===== src/rtl/imm_encode.sv =====
// imm_encode: packs an immediate plus register/opcode fields into an RV32I
// instruction word (I/S/B/J/U) and expands li requests into LUI+ADDI.
// Ports: clk_i/rst_i (async active-high), in_valid_i/in_ready_o request
// handshake, li_i, imm_src_i, opcode_i, funct3_i, rd_i, rs1_i, rs2_i,
// imm_i request fields; out_valid_o/out_ready_i beat handshake, instr_o,
// err_o (range/alignment/encoding error), last_o (final beat of request).
module imm_encode #(
  parameter int DATA_WIDTH = 32
) (
  input  logic                  clk_i,
  input  logic                  rst_i,
  input  logic                  in_valid_i,
  output logic                  in_ready_o,
  input  logic                  li_i,
  input  logic [2:0]            imm_src_i,
  input  logic [6:0]            opcode_i,
  input  logic [2:0]            funct3_i,
  input  logic [4:0]            rd_i,
  input  logic [4:0]            rs1_i,
  input  logic [4:0]            rs2_i,
  input  logic [DATA_WIDTH-1:0] imm_i,
  output logic                  out_valid_o,
  input  logic                  out_ready_i,
  output logic [DATA_WIDTH-1:0] instr_o,
  output logic                  err_o,
  output logic                  last_o
);

  typedef enum logic [0:0] {
    S_IDLE,
    S_SECOND
  } state_t;

  state_t                state;
  logic                  out_valid;
  logic [DATA_WIDTH-1:0] instr;
  logic                  err;
  logic                  last;
  logic [DATA_WIDTH-1:0] pend;

  // Signed-range checks: the bits above the field must all equal its sign.
  logic fits12;
  logic fits13;
  logic fits21;

  assign fits12 = (imm_i[31:11] == '0) || (imm_i[31:11] == '1);
  assign fits13 = (imm_i[31:12] == '0) || (imm_i[31:12] == '1);
  assign fits21 = (imm_i[31:20] == '0) || (imm_i[31:20] == '1);

  // ADDI sign-extends lo, so hi is pre-incremented when lo is negative.
  logic [11:0] li_lo;
  logic [19:0] li_hi;
  logic [31:0] lui_w;
  logic [31:0] addi_rd_w;
  logic [31:0] addi_x0_w;

  assign li_lo     = imm_i[11:0];
  assign li_hi     = imm_i[31:12] + {19'd0, imm_i[11]};
  assign lui_w     = {li_hi, rd_i, 7'b0110111};
  assign addi_rd_w = {li_lo, rd_i, 3'b000, rd_i, 7'b0010011};
  assign addi_x0_w = {li_lo, 5'd0, 3'b000, rd_i, 7'b0010011};

  logic [31:0] enc_instr;
  logic        enc_err;
  logic        enc_two;
  logic [31:0] enc_pend;

  always_comb begin
    enc_instr = '0;
    enc_err   = 1'b0;
    enc_two   = 1'b0;
    enc_pend  = '0;
    if (li_i) begin
      if (li_hi == '0) begin
        enc_instr = addi_x0_w;
      end else if (li_lo == '0) begin
        enc_instr = lui_w;
      end else begin
        enc_instr = lui_w;
        enc_two   = 1'b1;
        enc_pend  = addi_rd_w;
      end
    end else begin
      case (imm_src_i)
        3'b000: begin
          enc_instr = {imm_i[11:0], rs1_i, funct3_i,
                       rd_i, opcode_i};
          enc_err   = !fits12;
        end
        3'b001: begin
          enc_instr = {imm_i[11:5], rs2_i, rs1_i,
                       funct3_i, imm_i[4:0], opcode_i};
          enc_err   = !fits12;
        end
        3'b010: begin
          enc_instr = {imm_i[12], imm_i[10:5], rs2_i,
                       rs1_i, funct3_i, imm_i[4:1],
                       imm_i[11], opcode_i};
          enc_err   = !fits13 || imm_i[0];
        end
        3'b011: begin
          enc_instr = {imm_i[20], imm_i[10:1], imm_i[11],
                       imm_i[19:12], rd_i, opcode_i};
          enc_err   = !fits21 || imm_i[0];
        end
        3'b100: begin
          enc_instr = {imm_i[31:12], rd_i, opcode_i};
          enc_err   = (imm_i[11:0] != '0);
        end
        default: begin
          enc_instr = '0;
          enc_err   = 1'b1;
        end
      endcase
    end
  end

  assign in_ready_o  = (state == S_IDLE) &&
                       (!out_valid || out_ready_i);
  assign out_valid_o = out_valid;
  assign instr_o     = instr;
  assign err_o       = err;
  assign last_o      = last;

  always_ff @(posedge clk_i or posedge rst_i) begin
    if (rst_i) begin
      state     <= S_IDLE;
      out_valid <= 1'b0;
      instr     <= '0;
      err       <= 1'b0;
      last      <= 1'b0;
      pend      <= '0;
    end else begin
      case (state)
        S_IDLE: begin
          if (in_valid_i && in_ready_o) begin
            out_valid <= 1'b1;
            instr     <= enc_instr;
            err       <= enc_err;
            last      <= !enc_two;
            pend      <= enc_pend;
            if (enc_two) state <= S_SECOND;
          end else if (out_ready_i) begin
            out_valid <= 1'b0;
          end
        end
        S_SECOND: begin
          // LUI beat is on the output; swap in ADDI once it is taken.
          if (out_ready_i) begin
            instr <= pend;
            err   <= 1'b0;
            last  <= 1'b1;
            state <= S_IDLE;
          end
        end
        default: state <= S_IDLE;
      endcase
    end
  end

endmodule


===== config.mk =====
export PLATFORM = sky130hd
export DESIGN_NAME = imm_encode
export DESIGN_NICKNAME = d
export VERILOG_FILES = /design/src/rtl/imm_encode.sv
export SDC_FILE = /design/constraint.sdc
export NUM_CORES = 1
export LEC_CHECK = 0
export CAP_MARGIN = 10
export CORE_MARGIN = 2
export CORE_UTILIZATION = 30
export DETAILED_ROUTE_END_ITERATION = 12
export SLEW_MARGIN = 10
export SYNTH_ARGS = -nofsm -noshare
export SYNTH_HDL_FRONTEND = slang
export SYNTH_SLANG_ARGS = --single-unit
export TNS_END_PERCENT = 30

===== constraint.sdc =====
create_clock -name clk_i -period 1.8 [get_ports clk_i]
set_input_delay 0.27 -clock clk_i [delete_from_list [all_inputs] [get_ports clk_i]]
set_output_delay 0.27 -clock clk_i [all_outputs]
set_load 0.01 [all_outputs]

=== Yosys cells after proc, flatten, opt, wreduce, memory -nomap -nowiden ===
Cells that the tools add are included.
W data, S select, Z words.

* Bitwise logic cells: 1
* Reductions and logical operators: 25
* Mux-type cells: 25
* Equal/unequal tests: 9
* $add $sub $neg: 1

{| class="wikitable"
|+ Operators with widths
! kind !! number
|-
| $mux W32 || 7
|-
| $pmux W32 S5 || 1
|-
| $pmux W32 S2 || 1
|-
| $logic_not A20 Y1 || 2
|-
| $logic_not A12 Y1 || 2
|-
| $eq A21 B21 Y1 const B || 1
|-
| $logic_not A21 Y1 || 1
|-
| $add A20 B1 Y20 || 1
|-
| $eq A20 B20 Y1 const B || 1
|-
| $eq A12 B12 Y1 const B || 1
|-
| $mux W1 || 12
|-
| $reduce_bool A12 Y1 || 1
|-
| $eq A3 B2 Y1 const B || 2
|-
| $logic_or A1 B1 Y1 || 6
|-
| $pmux W1 S2 || 3
|-
| $reduce_and A2 Y1 || 3
|-
| $logic_not A1 Y1 || 5
|-
| $pmux W1 S4 || 1
|-
| $eq A3 B1 Y1 const B || 1
|-
| $eq A3 B3 Y1 const B || 1
|-
| $logic_not A3 Y1 || 1
|-
| $logic_and A1 B1 Y1 || 2
|-
| $ne A2 B1 Y1 const B || 1
|-
| $ne A2 B2 Y1 const B || 1
|-
| other kinds (3) || 3
|}

* Logic and storage cells: 67
* Output and inout port bits: 36
* Register bits: 68

=== Logic depth before layout (Yosys ltp) ===
Gate-level depths: netlist of run 1.

* Word-level depth: 8
* Gate-level depth with buffers: 10
* Gate-level depth less buffers: 8

=== Least setup slack after synthesis of run 1 ===
No wires, ideal clock.

* Path type: input -> register
* Start point: in imm_i[11]
* End point: reg pend[4]
* Data required time: 1679 ps
* Data arrival time: 2241 ps
* Slack: -562 ps
* Stages on the path: 9
* Cell sequence: ha_1 ha_1 nand3_2 nor4_4 xor2_1 a211oi_4 nand3_4 buf_6 a22o_2

* Cells in the longest elaborated chain, start to end: 4
* Elaborated cells between the ends (all ways): 6

{| class="wikitable"
|+ Ends and longest elaborated chain
! item !! line !! text
|-
| start, declared || 21 || <nowiki>input logic [DATA_WIDTH-1:0] imm_i,</nowiki>
|-
| $add A20 B1 Y20 or $logic_not A12 Y1 (tied branches) || 58, 76 ||
|-
| $logic_not A20 Y1 or $mux W32 (tied branches) || 74, 76 ||
|-
| $mux W32 * || 74 || <nowiki>if (li_hi == '0) begin</nowiki>
|-
| $mux W32 * || 73 || <nowiki>if (li_i) begin</nowiki>
|-
| end signal, assigned || 141 || <nowiki>pend <= enc_pend;</nowiki>
|-
| end, declared || 39 || <nowiki>logic [DATA_WIDTH-1:0] pend;</nowiki>
|}

Mark *: on every way between the ends. The rest lies on a longest branch, timed or not.
A chain may end at the register's enable or synchronous reset.

=== Worst setup path in the final report of run 1 ===
* Start point: in imm_i[11]
* End point: reg instr[2] (netlist: instr_o[2])

* Cells in the longest elaborated chain, start to end: 6

{| class="wikitable"
|+ Ends and longest elaborated chain
! item !! line !! text
|-
| $add A20 B1 Y20 || 58 || <nowiki>assign li_hi = imm_i[31:12] + {19'd0, imm_i[11]};</nowiki>
|-
| $logic_not A20 Y1 || 74 ||
|-
| $mux W32 || 74 ||
|-
| $mux W32 || 73 ||
|-
| $mux W32 || 136 || <nowiki>if (in_valid_i && in_ready_o) begin</nowiki>
|-
| $pmux W32 S2 || 134 || <nowiki>case (state)</nowiki>
|-
| end signal, assigned || 138 || <nowiki>instr <= enc_instr;</nowiki>
|-
| end signal, assigned || 150 || <nowiki>instr <= pend;</nowiki>
|-
| end, declared || 36 || <nowiki>logic [DATA_WIDTH-1:0] instr;</nowiki>
|}

No other way between the ends. The select of a mux whose other input is x is not followed.

==> results of run 1 <==
==> worst max-delay path, delay by kind of cell <==
| family | cells | cell delay, ns |
|---|---|---|
| AO/OA/AOI/OAI | 3 | 0.76 |
| buffers and inverters | 3 | 0.34 |
| AND/OR/NAND/NOR | 3 | 0.54 |
| adder cells (fa/ha/maj) | 2 | 0.31 |
==> worst paths after layout <==
kind                               endpoint  cells past startpoint
worst max-delay path             instr_o[2]                     11
worst min-delay path            instr_o[28]                      2
worst max register to register  instr_o[29]                      7
worst min register to register  instr_o[17]                      2
max in group asynchronous          pend[16]                      3
min in group clk_i                 pend[31]                      4
==> state kept, by name, indices dropped and copies added (netlist names) <==
register / cells
last_o: 1
out_valid_o: 1
instr_o: 32
state: 1
err_o: 1
pend: 18
==> per-layer routing <==
metal / vias to the layer above / global-route usage, % / part of all wire (%)
li1: 2176 / - / -
met3: 33 / 2.33 / 6.2
met1: 2150 / 29.1 / 43
met5: - / 0 / 0
met4: 0 / 6.91 / 2.7
met2: 212 / 36.2 / 48
==> cell families (layout without fill, tap and decap cells) <==
| group | Yosys count | after routing | synth area share [%] |
|---|---|---|---|
| AO/OA/AOI/OAI | 162 | 163 | 29.0 |
| AND/OR/NAND/NOR | 156 | 158 | 22.4 |
| buffers and inverters | 49 | 269 | 8.14 |
| adder cells (fa/ha/maj) | 3 | 3 | 0.936 |
| flip-flops | 54 | 54 | 33.7 |
| multiplexers | 9 | 9 | 2.31 |
| XOR/XNOR | 16 | 16 | 3.49 |
==> metrics by stage <==
| stage | TNS (ns) | total power [mW] | std cells | setup slack, ns |
|---|---|---|---|---|
| 2_1_floorplan | -7.58 | 2.57 | 449 | -0.314 |
| 3_3_place_gp | -34.83 | 3.64 | 816 | -0.969 |
| 3_5_place_dp | -36.74 | 3.68 | 816 | -1.01 |
| 4_1_cts | -5.98 | 4.71 | 842 | -0.242 |
| 5_1_grt | -8.07 | 4.96 | 848 | -0.309 |
| 6_report | -5.60 | 4.72 | 848 | -0.247 |
==> cell usage in the layout (no fill, tap or decap), drive strengths merged, types with 7 or more instances in the layout <==
master,Yosys,final
buf,11,156
clkdlybuf4s50,0,78
dfrtp,54,54
nand2,41,41
o21ai,34,34
nor2,30,30
a21oi,25,25
nand3,17,18
a22o,16,16
a31oi,14,15
nand4,13,14
dlygate4sd2,0,12
inv,11,11
xnor2,10,10
nor4,10,10
nor3,9,9
o31ai,9,9
clkbuf,25,9
and3,9,9
or3,8,8
mux2i,7,7
a211oi,7,7
==> timing repair <==
| action | CTS | global route |
|---|---|---|
| pin swaps | 38 | 11 |
| resized for setup | 89 | 19 |
| buffers inserted | 15 | 6 |
| setup endpoints to repair | 41 | 45 |
| cloned | 3 | 0 |
| hold buffers | 0 | 0 |
==> where the power goes <==
part / internal, mW / switching [mW] / total [mW]
sequential: 1.52 / 0.196 / 1.71
clock: 0.553 / 0.424 / 0.977
combinational: 1.10 / 0.932 / 2.03
total: 3.17 / 1.55 / 4.72
==> final cells by class <==
| class | count | area, um2 | share of cell area (%) |
|---|---|---|---|
| Timing Repair Buffer | 249 | 2210 | 33.6 |
| Multi-Input combinational cell | 349 | 2590 | 39.5 |
| Clock inverter | 1 | 5.00 | 0.0763 |
| Tap cell | 176 | 220 | 3.36 |
| Sequential cell | 54 | 1350 | 20.6 |
| Inverter | 12 | 45.0 | 0.687 |
| Clock buffer | 7 | 143 | 2.17 |
==> impl_results.html, run 1 <==
<table>
<tr><th>Metric</th><th>Value</th></tr>
<tr><th colspan="2">Die</th></tr>
<tr><td>Die ar.</td><td>0.0143 mm2</td></tr>
<tr><td>IO Count</td><td>101</td></tr>
<tr><td>Y dimension of the die</td><td>120 um</td></tr>
<tr><td>Horizontal die dimension</td><td>120 um</td></tr>
<tr><td>Row count</td><td>42</td></tr>
<tr><td>Initial Util</td><td>30.5%</td></tr>
<tr><td>Placeable Area</td><td>0.0131 mm2</td></tr>
<tr><th colspan="2">Pwr</th></tr>
<tr><td>Leakage dissipation</td><td>2.75 nW</td></tr>
<tr><td>Cell Pwr Density</td><td>720 mW/mm2</td></tr>
<tr><td>Worst-case vdd ir drop</td><td>0.417 mV</td></tr>
<tr><th colspan="2">Setup path</th></tr>
<tr><td>FF-to-FF setup slack</td><td>0.06 ns</td></tr>
<tr><td>Startpoint kind of the worst setup timing path</td><td>primary input</td></tr>
<tr><td>Reg-to-reg critical path startpoint</td><td>out_valid_o</td></tr>
<tr><td>Crit-path cells</td><td>buf_8 -&gt; ha_4 -&gt; ha_4 -&gt; and3_4 -&gt; buf_6 -&gt; and3_4 -&gt; nand4_1 -&gt; a211oi_4 -&gt; buf_12 -&gt; a31oi_4 -&gt; a221o_1</td></tr>
<tr><td>Max stage delay cell, worst path</td><td>sky130_fd_sc_hd__a211oi_4</td></tr>
<tr><td>Crit-path max FO</td><td>7</td></tr>
<tr><td>Beginning of the critical path</td><td>imm_i[11]</td></tr>
<tr><td>Category of the most critical setup path</td><td>in2reg</td></tr>
<tr><td>Critical path capture point type</td><td>register</td></tr>
<tr><td>Required @ worst endpoint</td><td>1.98 ns</td></tr>
<tr><td>Arrival time at the worst endpoint</td><td>2.23 ns</td></tr>
<tr><td>Slowest stage delay, CP</td><td>0.33 ns</td></tr>
<tr><th colspan="2">GRT</th></tr>
<tr><td>Initial antenna violation count</td><td>0</td></tr>
<tr><td>Pin count of the biggest net entering global routing</td><td>40</td></tr>
<tr><td>First-pass GRT wire length</td><td>24300 um</td></tr>
<tr><td>Via count of the first global-routing pass</td><td>4569</td></tr>
<tr><td>Tot GR Track Use</td><td>21.6%</td></tr>
<tr><td>Overflow left after global routing</td><td>0</td></tr>
<tr><th colspan="2">Yosys</th></tr>
<tr><td>Cell with the most instances after synthesis</td><td>sky130_fd_sc_hd__dfrtp_1</td></tr>
<tr><td>Prevailing post-synth register cell</td><td>sky130_fd_sc_hd__dfrtp_1</td></tr>
<tr><td>Area share of the leading cell type in the synthesized netlist</td><td>33.7%</td></tr>
<tr><td>Post-synthesis average cell area</td><td>8.93 um2</td></tr>
<tr><td>Combined area of all synthesized cells</td><td>0.00401 mm2</td></tr>
<tr><td>Yosys warnings</td><td>0</td></tr>
<tr><td>Async set-reset flop share out of synthesis</td><td>100%</td></tr>
<tr><td>Number of nets produced by synthesis</td><td>517</td></tr>
<tr><td>Number of flops mapped to enable cells by yosys</td><td>0</td></tr>
<tr><td>Cell types with the highest counts after synthesis</td><td>sky130_fd_sc_hd__dfrtp_1 (54), sky130_fd_sc_hd__nand2_1 (41), sky130_fd_sc_hd__o21ai_0 (33)</td></tr>
<tr><td>Synthesis-stage register bit count</td><td>54</td></tr>
<tr><td>Netlist cell types</td><td>73</td></tr>
<tr><td>Synth area leaders</td><td>sky130_fd_sc_hd__dfrtp_1 (34%), sky130_fd_sc_hd__o21ai_0 (4.1%), sky130_fd_sc_hd__nand2_1 (3.8%), sky130_fd_sc_hd__clkbuf_8 (3.4%), sky130_fd_sc_hd__a21oi_1 (3.1%)</td></tr>
<tr><td>Gate count of the mapped netlist</td><td>449</td></tr>
<tr><td>Sequential element share of the synthesized area</td><td>33.7%</td></tr>
<tr><td>Library cell with the largest summed area after synthesis</td><td>sky130_fd_sc_hd__dfrtp_1</td></tr>
<tr><th colspan="2">Placed design</th></tr>
<tr><td>Port Buffers</td><td>100</td></tr>
<tr><td>Routability-driven placement congestion ratio</td><td>0.879</td></tr>
<tr><td>Placed instance area</td><td>0.00597 mm2</td></tr>
<tr><td>Detailed Place HPWL</td><td>11800 um</td></tr>
<tr><th colspan="2">Detailed routing</th></tr>
<tr><td>Vias per cell</td><td>5.39</td></tr>
<tr><td>Wire length reported by the detailed router</td><td>15600 um</td></tr>
<tr><td>Antenna viol nets, final</td><td>0</td></tr>
<tr><td>Number of violations reported at the end of detailed-routing iteration 0</td><td>370</td></tr>
<tr><td>Routed length per instance</td><td>18.4 um</td></tr>
<tr><td>Total vias in the final route</td><td>4571</td></tr>
<tr><td>Detailed Routing Iterations Pass 1</td><td>7</td></tr>
<tr><td>Drc violations</td><td>0</td></tr>
<tr><th colspan="2">Cells and area</th></tr>
<tr><td>Signed area change from the synthesized netlist to the final layout</td><td>63.6%</td></tr>
<tr><td>Utilization of the core after routing</td><td>49.9%</td></tr>
<tr><td>Number of nets in the finished design</td><td>739</td></tr>
<tr><td>FILL cells</td><td>1274</td></tr>
<tr><td>Total non-filler cell area in the finished layout</td><td>0.00656 mm2</td></tr>
<tr><td>Share of cells above drive strength 1</td><td>34.4%</td></tr>
<tr><td>Count of inserted antenna diode cells</td><td>0</td></tr>
<tr><th colspan="2">STA</th></tr>
<tr><td>Worst max-slew margin expressed relative to the limit</td><td>71.2%</td></tr>
<tr><td>Final worst path period share</td><td>114%</td></tr>
<tr><td>Maximum clock frequency</td><td>0.489 GHz</td></tr>
<tr><td>RSZ-0062 raised after global routing</td><td>yes</td></tr>
<tr><td>Crit path time final</td><td>2.05 ns</td></tr>
<tr><td>Final Hold Viols</td><td>0</td></tr>
<tr><td>Worst-case clock skew</td><td>0.00363 ns</td></tr>
<tr><td>Fin Hold WS</td><td>0.266 ns</td></tr>
<tr><td>Final setup margin</td><td>-0.247 ns</td></tr>
<tr><td>Number of failing setup endpoints in the final timing report</td><td>35</td></tr>
<tr><td>Max Slew Vio Count</td><td>0</td></tr>
<tr><td>Transition at the pin with the smallest max-transition slack</td><td>0.430 ns</td></tr>
<tr><th colspan="2">Status</th></tr>
<tr><td>Violations in the final reports</td><td>negative setup slack</td></tr>
<tr><td>Result of the run</td><td>finished with violations</td></tr>
<tr><th colspan="2">Min path</th></tr>
<tr><td>Classification of the worst-slack hold path</td><td>in2async</td></tr>
<tr><th colspan="2">Clock network</th></tr>
<tr><td>Clock root buffer master</td><td>sky130_fd_sc_hd__clkbuf_16</td></tr>
<tr><td>Clock latency on the worst-skew pair</td><td>0.29 ns</td></tr>
<tr><td>H-tree level count</td><td>2</td></tr>
<tr><td>Number of clock sinks</td><td>54</td></tr>
<tr><td>Total clock buffers created by CTS</td><td>5</td></tr>
<tr><td>Clock transition at the registers of the reported paths</td><td>0.07 ns</td></tr>
<tr><td>CTS tree</td><td>yes</td></tr>
<tr><td>Deepest clock path buffer count</td><td>2</td></tr>
<tr><th colspan="2">Run</th></tr>
<tr><td># Max-Cap Violations</td><td>0</td></tr>
</table>
(Power assumes the default switching activity.)
==> run 2, diff against run 1 <==
--- a/config.mk
+++ b/config.mk
@@ -9,7 +9,7 @@
 export CORE_MARGIN = 2
 export CORE_UTILIZATION = 30
 export DETAILED_ROUTE_END_ITERATION = 12
-export SLEW_MARGIN = 10
+export SLEW_MARGIN = 0
 export SYNTH_ARGS = -nofsm -noshare
 export SYNTH_HDL_FRONTEND = slang
 export SYNTH_SLANG_ARGS = --single-unit
==> results of run 2 <==
Same layout as run 1: the final DEF is identical, and so are final timing and power.
